### src/rtl/fifo_arb_pkg.sv
// Shared types and helpers for the FIFO write-port arbiter.
package fifo_arb_pkg;

  localparam int unsigned CREDIT_W = 5;
  localparam int unsigned BEAT_W   = 4;

  typedef enum logic [1:0] {
    IDLE  = 2'd0,
    OWN   = 2'd1,
    STALL = 2'd2
  } arb_state_e;

  // Reference round-robin pick: first set bit at or above ptr, wrapping at n (n <= 8).
  function automatic logic [2:0] rr_pick(input logic [7:0] req, input int unsigned n,
                                         input logic [2:0] ptr);
    logic [2:0]  win;
    logic        found;
    int unsigned idx;
    win   = '0;
    found = 1'b0;
    for (int unsigned k = 0; k < 8; k++) begin
      idx = (32'(ptr) + k) % n;
      if (k < n && !found && req[idx[2:0]]) begin
        win   = idx[2:0];
        found = 1'b1;
      end
    end
    return win;
  endfunction

endpackage

### src/rtl/fifo_wr_arb_rr_prio_enc.sv
// Round-robin priority encoder: rotate by ptr, pick lowest set bit, rotate back.
module rr_prio_enc #(
  parameter int unsigned N  = 4,
  parameter int unsigned PW = $clog2(N)
) (
  input  logic [N-1:0]  req_i,
  input  logic [PW-1:0] ptr_i,
  output logic          any_o,
  output logic [PW-1:0] idx_o
);

  logic [N-1:0]  rot;
  logic [PW-1:0] off;
  logic [PW:0]   sum;
  int unsigned   j;

  // Rotate so ptr sits at bit 0, find the first requester, map back to absolute index.
  always_comb begin
    rot = '0;
    j   = 0;
    for (int unsigned i = 0; i < N; i++) begin
      j = i + 32'(ptr_i);
      if (j >= N) j = j - N;
      rot[i] = req_i[j[PW-1:0]];
    end
    off = '0;
    for (int unsigned i = N; i > 0; i--) begin
      if (rot[i-1]) off = PW'(i - 1);
    end
    sum = {1'b0, ptr_i} + {1'b0, off};
    if (sum >= (PW+1)'(N)) sum = sum - (PW+1)'(N);
    idx_o = sum[PW-1:0];
    any_o = |req_i;
  end

endmodule

### src/rtl/fifo_wr_arb.sv
// Round-robin write-port arbiter with burst locking and FIFO credit tracking.
module fifo_wr_arb
  import fifo_arb_pkg::*;
#(
  parameter int unsigned N         = 4,
  parameter int unsigned DW        = 8,
  parameter int unsigned DEPTH     = 16,
  parameter int unsigned BURST_MAX = 4
) (
  input  logic                clk,
  input  logic                rst,
  input  logic [N-1:0]        req,
  input  logic [N*DW-1:0]     req_data,
  output logic [N-1:0]        gnt,
  output logic                fifo_we,
  output logic [DW-1:0]       fifo_din,
  input  logic                fifo_re,
  input  logic                fifo_full,
  input  logic                fifo_empty,
  output logic [CREDIT_W-1:0] credit,
  output logic                ovf_err
);

  localparam int unsigned PW = $clog2(N);

  arb_state_e          state_q, state_d;
  logic [PW-1:0]       ptr_q, ptr_d;
  logic [PW-1:0]       owner_q, owner_d;
  logic [BEAT_W-1:0]   beat_q, beat_d;
  logic [CREDIT_W-1:0] credit_q, credit_d;
  logic                we_q, we_d;
  logic [DW-1:0]       din_q, din_d;
  logic                ovf_q, ovf_d;

  logic                can_acc, rd;
  logic                win_any;
  logic [PW-1:0]       win_idx;
  logic [PW-1:0]       ptr_after_owner;
  logic [BEAT_W-1:0]   beat_inc;
  logic [7:0]          req8;
  logic [2:0]          ptr8;

  rr_prio_enc #(.N(N), .PW(PW)) u_enc (
    .req_i (req),
    .ptr_i (ptr_q),
    .any_o (win_any),
    .idx_o (win_idx)
  );

  assign can_acc         = (credit_q < CREDIT_W'(DEPTH)) && !fifo_full;
  assign rd              = fifo_re && !fifo_empty;
  assign ptr_after_owner = (owner_q == PW'(N - 1)) ? '0 : owner_q + 1'b1;
  // Beat saturates at BURST_MAX so a grant out of STALL at the limit cannot run past the release check.
  assign beat_inc        = (beat_q < BEAT_W'(BURST_MAX)) ? beat_q + 1'b1 : beat_q;

  // Arbitration FSM next state and combinational grant.
  always_comb begin
    state_d = state_q;
    ptr_d   = ptr_q;
    owner_d = owner_q;
    beat_d  = beat_q;
    gnt     = '0;
    if (!rst) begin
      case (state_q)
        IDLE: begin
          if (win_any && can_acc) begin
            gnt[win_idx] = 1'b1;
            owner_d      = win_idx;
            beat_d       = BEAT_W'(1);
            state_d      = OWN;
          end
        end
        OWN: begin
          if (!req[owner_q]) begin
            state_d = IDLE;
            ptr_d   = ptr_after_owner;
          end else if (!can_acc) begin
            state_d = STALL;
          end else if (beat_q >= BEAT_W'(BURST_MAX)) begin
            state_d = IDLE;
            ptr_d   = ptr_after_owner;
          end else begin
            gnt[owner_q] = 1'b1;
            beat_d       = beat_inc;
          end
        end
        STALL: begin
          if (!req[owner_q]) begin
            state_d = IDLE;
            ptr_d   = ptr_after_owner;
          end else if (can_acc) begin
            gnt[owner_q] = 1'b1;
            beat_d       = beat_inc;
            state_d      = OWN;
          end
        end
        default: state_d = IDLE;
      endcase
    end
  end

  // Write-path data select, credit update and sticky overflow detect.
  always_comb begin
    din_d = din_q;
    for (int unsigned i = 0; i < N; i++) begin
      if (gnt[i]) din_d = req_data[i*DW +: DW];
    end
    we_d     = |gnt;
    credit_d = credit_q;
    case ({|gnt, rd})
      2'b10:   if (credit_q != CREDIT_W'(DEPTH)) credit_d = credit_q + 1'b1;
      2'b01:   if (credit_q != '0) credit_d = credit_q - 1'b1;
      default: credit_d = credit_q;
    endcase
    ovf_d = ovf_q | (we_q & fifo_full);
  end

  // State and registered outputs.
  always_ff @(posedge clk) begin
    if (rst) begin
      state_q  <= IDLE;
      ptr_q    <= '0;
      owner_q  <= '0;
      beat_q   <= '0;
      credit_q <= '0;
      we_q     <= 1'b0;
      din_q    <= '0;
      ovf_q    <= 1'b0;
    end else begin
      state_q  <= state_d;
      ptr_q    <= ptr_d;
      owner_q  <= owner_d;
      beat_q   <= beat_d;
      credit_q <= credit_d;
      we_q     <= we_d;
      din_q    <= din_d;
      ovf_q    <= ovf_d;
    end
  end

  // Widened copies for the reference pick function.
  always_comb begin
    req8          = '0;
    req8[N-1:0]   = req;
    ptr8          = '0;
    ptr8[PW-1:0]  = ptr_q;
  end

  // Credit must never be pushed past its bounds; IDLE winner must match the reference pick.
  always_ff @(posedge clk) begin
    if (!rst) begin
      assert (!(credit_q == CREDIT_W'(DEPTH) && (|gnt) && !rd))
        else $error("credit overflow");
      assert (!(credit_q == '0 && rd && !(|gnt)))
        else $error("credit underflow");
      if (state_q == IDLE && (|gnt))
        assert (3'(win_idx) == rr_pick(req8, N, ptr8))
          else $error("round-robin pick disagrees with reference");
    end
  end

  assign fifo_we  = we_q;
  assign fifo_din = din_q;
  assign credit   = credit_q;
  assign ovf_err  = ovf_q;

endmodule
### config.mk
export PLATFORM = sky130hd
export DESIGN_NAME = fifo_wr_arb
export DESIGN_NICKNAME = d
export VERILOG_FILES = /design/src/rtl/fifo_arb_pkg.sv /design/src/rtl/fifo_wr_arb_rr_prio_enc.sv /design/src/rtl/fifo_wr_arb.sv
export SDC_FILE = /design/constraint.sdc
export NUM_CORES = 1
export LEC_CHECK = 0
export BUFFER_PORTS_ARGS = -buffer_cell sky130_fd_sc_hd__buf_2
export CORE_ASPECT_RATIO = 0.7
export CORE_UTILIZATION = 35
export DETAILED_ROUTE_END_ITERATION = 6
export PLACE_DENSITY = 0.67
export SLEW_MARGIN = 20
export SYNTH_ARGS = -nofsm -noshare
export SYNTH_HDL_FRONTEND = slang
export SYNTH_SLANG_ARGS = --single-unit
### constraint.sdc
create_clock -name clk -period 2.85 [get_ports clk]
set_input_delay 0 -clock clk [delete_from_list [all_inputs] [get_ports clk]]
set_output_delay 0 -clock clk [all_outputs]
set_load 0.1 [all_outputs]
==> flow_metrics.env, run 1 <==
export IMPL_syn_num_nets=306
export IMPL_cts_root_buf="clkbuf_8"
export IMPL_ant_nets=0
export IMPL_min_from="req_data[29]"
export IMPL_worstSetupEndpointType="register"
export IMPL_first_pass_iters=4
export IMPL_cp_arrival_ps=2900
export IMPL_ir_drop_mv=0.216
export IMPL_grt_pass1_vias=1875
export IMPL_grt_first_pass_wirelength_mm=9.14
export IMPL_period_share_pct=94.5
export IMPL_rr_endpoint="credit[4]"
export IMPL_power_mw=1.62
export IMPL_initial_core_util_pct=37.5
export IMPL_hp_class="input pin to register"
export IMPL_holdPathEnd="fifo_din[5]"
export IMPL_syn_area_um2=2030
export IMPL_grt_ovfl_total=0
export IMPL_synth_edf_count=0
export IMPL_rr_worst_depth=11
export IMPL_cts_tree="built"
export IMPL_synth_seq_cells=25
export IMPL_h_tree_depth=1
export IMPL_pin_count=60
export IMPL_dp_final_hpwl_mm=4.24
export IMPL_period_minus_slack_ps=2690
export IMPL_ys_types=60
export IMPL_synth_top_cell_by_area="dfxtp_1"
export IMPL_wl_per_cell_um=14.5
export IMPL_avgSynthCellArea_um2=8.11
export IMPL_drtIter0Drc=85
export IMPL_ys_top_cells_by_area="dfxtp_1, ha_1, o21ai_0"
export IMPL_maxSlewViolCount=0
export IMPL_die_w_um=93.1
export IMPL_cts_sinks=25
export IMPL_cts_clk_slew_worst_paths_ps=90
export IMPL_dieArea_um2=6130
export IMPL_num_rows=22
export IMPL_worstSetupStartpointType="register"
export IMPL_viasPerCell=5.44
export IMPL_worstSetupPathType="register to register"
export IMPL_worst_slew_pin_slew_ps=698
export IMPL_critPathRequiredTime_ps=3060
export IMPL_p_leak_nw=1.13
export IMPL_ys_warn_count=0
export IMPL_outcome="finished, final reports clean"
export IMPL_area_delta_synth_final_pct=26.8
export IMPL_synthesis_instances=251
export IMPL_seq_area_frac_synth_pct=24.6
export IMPL_timing_final_ws_setup_ps=157
export IMPL_vias=2083
export IMPL_diodes=0
export IMPL_fmax_ghz=0.371
export IMPL_antenna_found_initial=0
export IMPL_grt_total_usage_pct=19.1
export IMPL_synthArstFlopShare_pct=0
export IMPL_power_density_nw_per_um2=629
export IMPL_die_h_um=65.8
export IMPL_gp_congestion=0.780
export IMPL_rsz0062_at_grt="yes"
export IMPL_fin_setup_tns_ps=0
export IMPL_grt_max_degree=20
export IMPL_drc=0
export IMPL_regToRegSetupSlack_ps=160
export IMPL_clock_latency_ps=280
export IMPL_wl_mm=5.54
export IMPL_nets=367
export IMPL_hold_violations=0
export IMPL_fp_coreArea_um2=5420
export IMPL_pre_cts_ws_ps=30.8
export IMPL_synth_top_area_share_pct=24.6
export IMPL_clk_path_buf_depth=2
export IMPL_hold_depth=3
export IMPL_finalSetupViolCount=0
export IMPL_worstPathMaxFanout=6
export IMPL_finalClockSkew_ps=2.12
export IMPL_synth_flop_cell="dfxtp_1"
export IMPL_timing_rr_start="owner_q[0]"
export IMPL_drive_above_1_share_pct=33.1
export IMPL_cts_buffers=3
export IMPL_relSlewSlack_pct=53.5
export IMPL_io_buffer_count=59
export IMPL_drv_cap=0
## cells by family (layout without fill, tap and decap cells)
family,count (synthesis),in the layout,synth area share [%]
compound gates,87,88,28.8
xor+xnor,5,5,2.15
fa+ha+maj,14,14,8.98
buf+inv,20,79,4.98
flops,25,25,24.6
mux,7,7,4.12
simple gates,93,93,26.4
## routing by layer
layer / global-route usage [%] / vias to the layer above / wire length, um / share of wire (%)
li1: - / 1068 / - / -
met1: 29.7 / 946 / 3040 / 55
met2: 25.5 / 63 / 2110 / 38
met3: 4.25 / 6 / 313 / 5.7
met4: 5.19 / 0 / 67 / 1.2
met5: 0 / - / 0 / 0
## worst max-delay path, stage by stage (launching register included)
cell and delay [ps]:
dfxtp_2 390, inv_1 80, ha_1 210, or4_1 520
a21o_1 230, nor2_4 160, ha_1 290, a21o_1 170
a21o_1 180, nor3b_1 170, mux2i_1 90, a21oi_1 130
## cells in the mapped netlist (6+ instances only)
cell / instances
o21ai_1: 10
clkbuf_1: 7
nand2_1: 18
o31a_1: 8
a41oi_1: 9
nand3_1: 6
o21ai_0: 25
and4_1: 9
dfxtp_1: 25
inv_1: 6
ha_1: 13
nor2_1: 24
a21oi_1: 13
## area by class of cell
class	instances	area [um^2]
repair buffers	69	408
multi-input cells	207	1510
flip-flops and latches	25	505
inverters	6	22.5
fillers	540	2840
well taps	72	90.1
clock buffers	3	41.3
clock inverters	1	7.51
## per-stage QoR
| step | hold WS, ps | area [um^2] | util [%] | std cells |
|---|---|---|---|---|
| CTS | 7.98 | 2490 | 46.0 | 381 |
| floorplan | 141 | 2040 | - | 251 |
| finish | 20.4 | 2580 | 47.6 | 383 |
| global placement | 287 | 2430 | 44.9 | 376 |
| detailed placement | 289 | 2430 | 44.9 | 376 |
| global route | 45.7 | 2580 | 47.6 | 383 |
## power breakdown
part | internal [mW] | switching (mW)
sequential | 0.409 | 0.0554
clock | 0.0994 | 0.122
combinational | 0.293 | 0.644
total | 0.801 | 0.821
## registers in the layout, summed over array words and instances, names as in the netlist
name and flops:
fifo_din 8, credit 5, beat_q 4, owner_q 2, ptr_q 2, state_q 2
fifo_we 1, ovf_err 1
## worst max path at each step
stage	start	endpoint	slack (ps)	depth (start not counted)
2_1_floorplan	ptr_q[0]	gnt[2]	-80	9
3_3_place_gp	owner_q[0]	credit[4]	80	11
3_5_place_dp	owner_q[0]	credit[4]	30	11
4_1_cts	owner_q[0]	credit[4]	0.7	11
5_1_grt	ptr_q[0]	gnt[2]	-30	10
6_report	owner_q[0]	credit[4]	160	11
## cells in the final DEF, fill, tap and decap left out, types with 2 or more instances in the layout
| cell | n |
|---|---|
| nand2_1 | 18 |
| dfxtp_1 | 21 |
| xor2_1 | 2 |
| a41oi_1 | 9 |
| nand2b_1 | 3 |
| o21ai_2 | 2 |
| a21oi_1 | 13 |
| mux2i_1 | 5 |
| inv_1 | 6 |
| or4_1 | 3 |
| buf_4 | 10 |
| clkbuf_8 | 3 |
| buf_12 | 2 |
| xnor2_1 | 2 |
| dfxtp_2 | 4 |
| and2_1 | 3 |
| nand3_1 | 5 |
| nor3_1 | 2 |
| or2_2 | 2 |
| ha_2 | 2 |
| o31a_1 | 8 |
| o21ai_1 | 8 |
| nor2b_1 | 3 |
| nor2_1 | 23 |
| nor2_2 | 2 |
| and4_4 | 2 |
| o21ai_0 | 25 |
| ha_1 | 11 |
| buf_2 | 55 |
| or3_1 | 3 |
| nor2_4 | 2 |
| a32o_1 | 2 |
| and4_1 | 8 |
| nand3_2 | 2 |
| a21o_1 | 6 |
## what timing repair did
action	4_1_cts	5_1_grt
resized for setup	0	20
hold buffers	1	0
endpoints found under the hold margin	1	0
buffers inserted	0	1
endpoints found under the setup margin	0	14
Note: power is estimated with default switching activity, not from simulation.
==> run 2: changes to the inputs <==
--- a/config.mk
+++ b/config.mk
@@ -7,9 +7,10 @@
 export LEC_CHECK = 0
 export BUFFER_PORTS_ARGS = -buffer_cell sky130_fd_sc_hd__buf_2
 export CORE_ASPECT_RATIO = 0.7
-export CORE_UTILIZATION = 35
+export CORE_MARGIN = 1
+export CORE_UTILIZATION = 52
 export DETAILED_ROUTE_END_ITERATION = 6
-export PLACE_DENSITY = 0.67
+export PLACE_DENSITY = 0.87
 export SLEW_MARGIN = 20
 export SYNTH_ARGS = -nofsm -noshare
 export SYNTH_HDL_FRONTEND = slang
==> constraint.sdc (replaced) <==
create_clock -name clk -period 2.8 [get_ports clk]
set_input_delay 0 -clock clk [delete_from_list [all_inputs] [get_ports clk]]
set_output_delay 0 -clock clk [all_outputs]
set_load 0.1 [all_outputs]
==> run 2 against run 1 <==
Net effect:
- hold slack improved by 2.0 ps
- the run now ends with negative setup slack left
- worst setup slack got worse by 170 ps
- highest routed layer unchanged
- sequential power rose by 2%
- maximum frequency shrank 4.3%
- critical path depth stayed put
- power increased by 2.1%
- clock power up 3%
- first-iteration DRC count rose by 9.4%
==> flow_metrics.env, run 2 (same netlist as run 1, synthesis figures left out) <==
export IMPL_outcome="finished, violations left"
export IMPL_violations="negative setup slack"
export IMPL_hp_class="input pin to register"
export IMPL_pin_count=60
export IMPL_fin_setup_tns_ps=-12.7
export IMPL_period_minus_slack_ps=2810
export IMPL_maxSlewViolCount=0
export IMPL_cts_clk_slew_worst_paths_ps=100
export IMPL_viasPerCell=6.13
export IMPL_nets=366
export IMPL_fin_cells=360
export IMPL_ir_drop_mv=0.479
export IMPL_hold_buffers=0
export IMPL_wl_per_cell_um=15.4
export IMPL_finalClockSkew_ps=1.99
export IMPL_dp_final_hpwl_mm=4.08
export IMPL_cts_root_buf="clkbuf_8"
export IMPL_clk_path_buf_depth=2
export IMPL_io_buffer_count=59
export IMPL_area_delta_synth_final_pct=23.7
export IMPL_grt_pass1_vias=1793
export IMPL_critPathRequiredTime_ps=3010
export IMPL_worstSetupStartpoint="owner_q[0]"
export IMPL_gp_congestion=0.919
export IMPL_rr_endpoint="credit[4]"
export IMPL_rr_worst_depth=11
export IMPL_drc=0
export IMPL_drtIter0Drc=93
export IMPL_endpoint="credit[4]"
export IMPL_fp_coreArea_um2=3630
export IMPL_worst_slew_pin_slew_ps=487
export IMPL_timing_final_ws_setup_ps=-12.7
export IMPL_period_share_pct=100
export IMPL_antenna_found_initial=0
export IMPL_layout_commonest_cell="buf_2"
export IMPL_grt_total_usage_pct=25.4
export IMPL_first_pass_iters=4
export IMPL_p_leak_nw=1.14
export IMPL_worstSetupEndpointType="register"
export IMPL_worstPathMaxFanout=5
export IMPL_wl_mm=5.55
export IMPL_regToRegSetupSlack_ps=-10
export IMPL_most_common_layout_cells="buf_2, o21ai_0, nor2_1, dfxtp_1, nand2_1"
export IMPL_worstSetupPathType="register to register"
export IMPL_die_h_um=54.3
export IMPL_h_tree_depth=1
export IMPL_cts_tree="built"
export IMPL_dieArea_um2=4170
export IMPL_cp_arrival_ps=3020
export IMPL_fmax_ghz=0.356
export IMPL_initial_core_util_pct=56.1
export IMPL_cts_sinks=25
export IMPL_drive_above_1_share_pct=32.3
export IMPL_timing_rr_start="owner_q[0]"
export IMPL_ant_nets=0
export IMPL_diodes=0
export IMPL_largest_reg_flops=8
export IMPL_grt_max_degree=20
export IMPL_place_inst=354
export IMPL_clock_latency_ps=280
export IMPL_rsz0062_at_grt="yes"
export IMPL_cts_buffers=3
export IMPL_worstSetupStartpointType="register"
export IMPL_drv_cap=0
export IMPL_grt_ovfl_total=0
export IMPL_hold_violations=0
export IMPL_relSlewSlack_pct=67.5
export IMPL_finalSetupViolCount=1
export IMPL_num_rows=18
export IMPL_vias=2205
export IMPL_power_density_nw_per_um2=658
export IMPL_grt_first_pass_wirelength_mm=8.35
export IMPL_nFillCells=279
export IMPL_die_w_um=76.8
export IMPL_pre_cts_ws_ps=11.7
==> run 2: stage by stage <==
| step | hold slack, ps | total power [mW] | area, um^2 | utilization [%] |
|---|---|---|---|---|
| global route | 30.5 | 1.74 | 2520 | 69.4 |
| global placement | 299 | 1.37 | 2410 | 66.4 |
| CTS | 18.8 | 1.62 | 2470 | 68.1 |
| finish | 22.4 | 1.66 | 2520 | 69.4 |
| detailed placement | 317 | 1.39 | 2410 | 66.4 |
| floorplan | 141 | 1.20 | 2040 | - |
==> run 2: area by class of cell <==
class	count	area, um^2	share of cell area (%)
flip-flops and latches	25	504	20.0
clock inverters	1	7.51	0.298
repair buffers	69	405	16.1
clock buffers	3	41.3	1.64
well taps	50	62.6	2.49
inverters	6	22.5	0.895
multi-input cells	206	1470	58.5
==> run 2: worst min path at each step <==
stage                 startpoint           to  depth (start not counted)
floorplan              fifo_full      ovf_err                          2
global placement       fifo_full      ovf_err                          3
detailed placement     fifo_full      ovf_err                          3
CTS                 req_data[18]  fifo_din[2]                          3
global route        req_data[29]  fifo_din[5]                          3
finish              req_data[18]  fifo_din[2]                          3
==> run 2: routing by layer <==
metal	global-route usage, %	wire length [um]	up-vias
li1	-	-	1060
met1	36.3	2560	1036
met2	41.5	2460	103
met3	4.17	494	6
met4	3.21	35	0
met5	0	0	-
==> run 2: repair_timing <==
action / CTS / global route
pin swaps: 0 / 4
endpoints found under the setup margin: 3 / 6
gates cloned: 0 / 0
buffers inserted: 0 / 2
resized for setup: 3 / 10
==> run 2: worst max-delay path, stage by stage (launching register included) <==
cell and delay [ps]:
dfxtp_2 360, buf_4 140, ha_1 230, or4_1 500, a21o_1 210, nor2_4 170
ha_1 290, a21o_1 160, a21o_1 190, nor3b_2 200, mux2i_1 140, a21oi_1 150
==> run 2: report_power, final <==
part / switching (mW) / internal, mW / total [mW]
Clock: 0.128 / 0.101 / 0.229
Combinational: 0.655 / 0.297 / 0.952
Sequential: 0.0600 / 0.415 / 0.475
Total: 0.842 / 0.814 / 1.66
